$ cat config.mk
export PLATFORM = sky130hd
export DESIGN_NAME = fp_cmp_seq
export DESIGN_NICKNAME = d
export VERILOG_FILES = /design/src/rtl/fp_cmp_seq.sv
export SDC_FILE = /design/constraint.sdc
export NUM_CORES = 1
export LEC_CHECK = 0
export BUFFER_PORTS_ARGS = -buffer_cell sky130_fd_sc_hd__buf_2
export CAP_MARGIN = 10
export CELL_PAD_IN_SITES_DETAIL_PLACEMENT = 2
export CELL_PAD_IN_SITES_GLOBAL_PLACEMENT = 2
export CORE_MARGIN = 1
export CORE_UTILIZATION = 28
export CTS_BUF_LIST = sky130_fd_sc_hd__clkbuf_4 sky130_fd_sc_hd__clkbuf_8
export DETAILED_ROUTE_END_ITERATION = 8
export GPL_TIMING_DRIVEN = 0
export PLACE_DENSITY = 0.81
export SLEW_MARGIN = 15
export SYNTH_ARGS = -nofsm -noshare
export SYNTH_HDL_FRONTEND = slang
export SYNTH_SLANG_ARGS = --single-unit
$ cat constraint.sdc
create_clock -name clk -period 2.8 [get_ports clk]
set_input_delay 0.56 -clock clk [delete_from_list [all_inputs] [get_ports clk]]
set_output_delay 0.56 -clock clk [all_outputs]
set_load 0.02 [all_outputs]
$ cat src/rtl/fp_cmp_seq.sv
// Sequencer for the double-precision FP compare unit: gathers two even/odd register pairs
// over the 32-bit FP read port, latches the compare result into FCC, and resolves bc1t/bc1f.
// Optional build macro FCMP_BYPASS_EN: resolve a waiting branch from cmp_cond during CMP.
module fp_cmp_seq #(
   parameter int RA_W = 5,
   parameter int DW   = 32
) (
   input  logic              clk,
   input  logic              reset,
   input  logic              start,
   input  logic [RA_W-1:0]   fs,
   input  logic [RA_W-1:0]   ft,
   input  logic [3:0]        aluop,
   output logic              ready,
   output logic              busy,
   output logic              done,
   output logic              err,
   output logic [RA_W-1:0]   rf_raddr,
   input  logic [DW-1:0]     rf_rdata,
   output logic [2*DW-1:0]   cmp_a,
   output logic [2*DW-1:0]   cmp_b,
   output logic [3:0]        cmp_aluop,
   output logic              cmp_double,
   input  logic              cmp_cond,
   input  logic              br_req,
   input  logic              br_tf,
   output logic              br_stall,
   output logic              br_taken,
   output logic              fcc
);

   typedef enum logic [2:0] {
      S_IDLE,
      S_RA0,
      S_RA1,
      S_RB0,
      S_RB1,
      S_CMP
   } state_e;

   state_e            state_q, state_d;
   logic [RA_W-1:0]   fs_q, ft_q;
   logic [3:0]        aluop_q;
   logic [2*DW-1:0]   cmp_a_q, cmp_b_q;
   logic              fcc_q, done_q, err_q;

   logic              idle;
   logic              accept;
   logic              reject;

   assign idle   = (state_q == S_IDLE);
   // Double operands live in even/odd pairs, so an odd base register is malformed.
   assign accept = idle && start && !fs[0] && !ft[0];
   assign reject = idle && start && (fs[0] || ft[0]);

   // State register
   // NOTE: sequential state uses non-blocking assignments so every register samples
   // pre-edge values, independent of statement order.
   always_ff @(posedge clk) begin
      if (reset) begin
         state_q <= S_IDLE;
      end else begin
         state_q <= state_d;
      end
   end

   // Next-state logic
   always_comb begin
      // NOTE: default first, so no path through the case leaves state_d unassigned (no latch).
      state_d = state_q;
      case (state_q)
         S_IDLE:  if (accept) state_d = S_RA0;
         S_RA0:   state_d = S_RA1;
         S_RA1:   state_d = S_RB0;
         S_RB0:   state_d = S_RB1;
         S_RB1:   state_d = S_CMP;
         S_CMP:   state_d = S_IDLE;
         default: state_d = S_IDLE;
      endcase
   end

   // Request latch, operand gather and condition flag
   // NOTE: datapath registers are reset too, so cmp_a/cmp_b/cmp_aluop read 0 after reset
   // and an aborted sequence cannot leak a half-loaded operand.
   always_ff @(posedge clk) begin
      if (reset) begin
         fs_q    <= '0;
         ft_q    <= '0;
         aluop_q <= '0;
         cmp_a_q <= '0;
         cmp_b_q <= '0;
         fcc_q   <= 1'b0;
         done_q  <= 1'b0;
         err_q   <= 1'b0;
      end else begin
         done_q <= (state_q == S_CMP);
         err_q  <= reject;
         if (accept) begin
            fs_q    <= fs;
            ft_q    <= ft;
            aluop_q <= aluop;
         end
         case (state_q)
            S_RA0:   cmp_a_q[DW-1:0]    <= rf_rdata;
            S_RA1:   cmp_a_q[2*DW-1:DW] <= rf_rdata;
            S_RB0:   cmp_b_q[DW-1:0]    <= rf_rdata;
            S_RB1:   cmp_b_q[2*DW-1:DW] <= rf_rdata;
            S_CMP:   fcc_q              <= cmp_cond;
            default: ;
         endcase
      end
   end

   // Output logic
   always_comb begin
      ready    = idle;
      busy     = !idle;
      rf_raddr = '0;
      case (state_q)
         S_RA0:   rf_raddr = fs_q;
         S_RA1:   rf_raddr = fs_q + RA_W'(1);
         S_RB0:   rf_raddr = ft_q;
         S_RB1:   rf_raddr = ft_q + RA_W'(1);
         default: rf_raddr = '0;
      endcase
`ifdef FCMP_BYPASS_EN
      // In CMP the operands are complete, so the live compare result can resolve the branch.
      br_stall = br_req && ((busy && (state_q != S_CMP)) || (idle && start));
      br_taken = (state_q == S_CMP) ? (cmp_cond == br_tf) : (fcc_q == br_tf);
`else
      // A branch issued alongside start is younger than the compare and must wait for it.
      br_stall = br_req && (busy || (idle && start));
      br_taken = (fcc_q == br_tf);
`endif
   end

   assign done       = done_q;
   assign err        = err_q;
   assign fcc        = fcc_q;
   assign cmp_a      = cmp_a_q;
   assign cmp_b      = cmp_b_q;
   assign cmp_aluop  = aluop_q;
   assign cmp_double = 1'b1;

endmodule
After elaboration in Yosys (flattened, before gate mapping)
Cells that the tools add are included.

word-level totals
  register bits = 148
  bits of input ports = 52
  output and inout bits = 145
  logic and storage cells = 34

operators by class
  $add $sub $neg = 2
  equal/unequal tests = 7
  muxes and demuxes = 3
  reduce and logical (&&, ||, !) cells = 11

operators with widths
  kind                 count
  $pmux 5 s4           1
  $pmux 3 s5           1
  $add 5x1->5 const B  2
  $eq 3x2->1 const B   2
  $eq 3x3->1 const B   2
  $logic_and 1x1->1    5
  $eq 3x1->1 const B   1
  $logic_not 1->1      3
  $logic_not 3->1      1
  $mux 3               1
  $logic_or 1x1->1     2
  $ne 2x1->1 const B   1
  $eq 1x1->1           1

Depth between registers and ports, before layout
  depth in word-level cells = 6
  depth in mapped cells = 11
  gate-level depth less buffers = 9

Worst setup path after synthesis
No wires, ideal clock.

  kind = register to output
  from = register state_q[2]
  to = output rf_raddr[4]
  arrival = 2.225 ns
  setup slack = 0.015 ns
  stages on the path, launching flop included = 10
  buffers on the path = 1
  cells stage by stage = dfxtp_1 or3b_1 clkbuf_1 nand2_1 nand2_1 ha_1 and3_1 o21ai_0 a22oi_1 o221ai_1

between the ends
  cells in the longest elaborated chain, start to end = 2
  elaborated cells on any way between the ends = 5

RTL lines
  element                                   line  RTL
  start, declared                           41    state_e state_q, state_d;
  start signal, assigned                    63    state_q <= state_d;
  $eq 3x3->1, or another cell as far along  119   case (state_q)
  $pmux 5 s4 (*)                            119
  end, declared                             18    output logic [RA_W-1:0] rf_raddr,

Every way passes the cells marked *; elsewhere a longest branch is shown, timed or not.

Final worst setup path
  from = register state_q[2]
  to = output rf_raddr[2]

The elaborated chain is that of the path after synthesis.

==> metrics.yaml <==
synth_compound_area_share_pct: 14.1
mostFrequentLayoutCells: "nand2_1, buf_2, dfxtp_1"
die_h_um: 142
fmax_mhz: 327
clk_latency_ps: 470
antenna_cells: 0
clock_sinks: 148
place_congestion: 0.745
fin_crit_sh_pct: 109
antenna_found_initial: 0
wire_per_inst_um: 18.5
tightestPinTransition_ps: 676
yosysSeqAreaShare_pct: 54.2
grt_max_degree: 17
tns_ps: -562
hpwl_mm: 15.2
rsz0062_at_grt: "true"
vias_per_cell: 4.71
finalMaxSlewViolations: 0
io-pin-count: 197
power.density_mw_per_mm2: 604
worstSetupPathType: "reg2out"
fp-row-count: 50
cts_buffer_depth: 2
dieArea_mm2: 0.0201
ys_warn_count: 0
synth.distinct_cells: 41
hold_viol_final: 0
dr.pass1.iters: 4
drv_cap: 0
status: "finished, violations left"
timing.final.crit_period_ps: 3060
critPathMaxFanout: 6
grt_pass1_wl_mm: 32.5
synthesis.nets: 732
violations: "negative setup slack"
synth_xor_area_share_pct: 0.800
path_clk_slew_ps: 90
core_area_mm2: 0.0190
power_leakage_nw: 3.28
dp_cells: 1134
drtIter0Drc: 243
layout.cells.non_filler: 1182
crit_path_start_kind: "flip-flop"
cts-htree-levels: 4
remaining_drc_errors: 0
setup_viol_count_final: 3
power_w: 0.00450
synth_adder_area_share_pct: 0.229
avgSynthCellArea_um2: 8.06
grt_pass1_vias: 5800
fin_worst_skew_ps: 15.8
slew_headroom_pct: 54.9
end_kind: "primary output"
initial_core_util_pct: 28.9
syn_to_final_growth_pct: 36.3
hold_class: "in2reg"
required_ps: 2240
synthSimpleGateAreaFrac_pct: 22.8
overflow: 0
die_w_um: 142
synth_top_family_by_area: "simple AND/OR/NAND/NOR gates"
drive_gt1_share_pct: 32.0
syn_inst: 679
cts_root_buffer: "clkbuf_8"
cts_hold_buf: 0
cts_tree: "built"
port_buffers: 195
synth_mux_area_share_pct: 3.16
syn_area_mm2: 0.00547
synthArstFlopShare_pct: 0
synth_ff_type: "dfxtp_1"
synth_edf_count: 0
synth_seq_cells: 148
vdd_ir_drop_max_uv: 281
nets: 963
layout.cells.most_common: "nand2_1"
dpl_worst_slack_ps: -412
crit_arrival_ps: 2500
vias: 5571
grt_util_all_layers_pct: 21.4
wl_mm: 21.9
final_antenna_net_count: 0
cts_made_buffers: 17
worst_slack_ps: -258
## per-layer routing
metal / GRT usage (%) / up-vias / wire length (um)
li1: - / 2664 / -
met1: 26.0 / 2719 / 9490
met2: 37.9 / 162 / 11100
met3: 4.99 / 26 / 1020
met4: 5.66 / 0 / 263
met5: 0 / - / 0
## final timing paths
path	start	to	slack, ps	cells past startpoint
max	state_q[2]	rf_raddr[2]	-260	12
min	fs[1]	fs_q[1]	320	3
max reg2reg	state_q[2]	cmp_a[15]	830	6
min reg2reg	cmp_b[8]	cmp_b[8]	450	2
## power by group
group          total (W)  leakage [nW]  internal (W)  switching (W)
clock network    0.00183         0.213      0.000978       0.000847
logic           0.000482          1.87      0.000152       0.000330
registers        0.00219          1.20       0.00216      0.0000348
## cells by family after synthesis
group	count (synthesis)
mux	17
simple gates	308
xor+xnor	5
buf+inv	52
compound gates	147
fa+ha+maj	1
flops	148
other cells	1
## through the flow
step           hold WS, ps  util (%)  cell area [um^2]
6_report               320      39.3              7460
5_1_grt                317      39.3              7460
4_1_cts                294      38.8              7360
3_5_place_dp           446      35.7              6770
3_3_place_gp           440      35.7              6770
2_1_floorplan          480         -              5470
## worst max-delay path: stages, from the launching register on
cell	delay, ps
dfxtp_4	380
buf_8	120
inv_2	60
nor3_4	230
buf_6	160
nand2_2	70
nand2_4	80
ha_4	150
xor2_1	180
nand2_1	100
a2bb2oi_2	150
o22ai_2	210
buf_6	140
## cell type report
type | instances | area, um^2
fillers | 2250 | 11500
inverters | 3 | 11.3
well taps | 260 | 325
flip-flops and latches | 148 | 2970
repair buffers | 212 | 1110
clock buffers | 23 | 298
multi-input cells | 479 | 2330
clock inverters | 8 | 124
plain buffers | 49 | 284
## cells in the mapped netlist (2+ instances only)
master | number | share of area, %
xor2_1 | 4 | 0.64
o21ai_0 | 2 | 0.18
a21oi_1 | 133 | 12
nor3_4 | 2 | 0.59
o22ai_1 | 3 | 0.34
nand3_1 | 3 | 0.27
mux2_2 | 2 | 0.41
nand2_1 | 268 | 18
and3b_1 | 3 | 0.48
mux2i_1 | 15 | 2.7
dfxtp_1 | 148 | 54
buf_6 | 4 | 0.82
inv_1 | 2 | 0.14
buf_2 | 23 | 2.1
nor2_1 | 18 | 1.2
clkbuf_1 | 21 | 1.4
nand2b_1 | 4 | 0.46
## registers in the layout, indices dropped and copies added, names as in the netlist
register   count
cmp_b         64
err            1
done           1
fcc            1
fs_q           5
ft_q           5
state_q        3
cmp_aluop      4
cmp_a         64
## what timing repair did
action | in CTS | in global routing
endpoints found under the setup margin | 3 | 3
resized for setup | 27 | 10
pin swaps | 10 | 7
setup buffers | 10 | 7
Power figures use the tool's default switching activity.
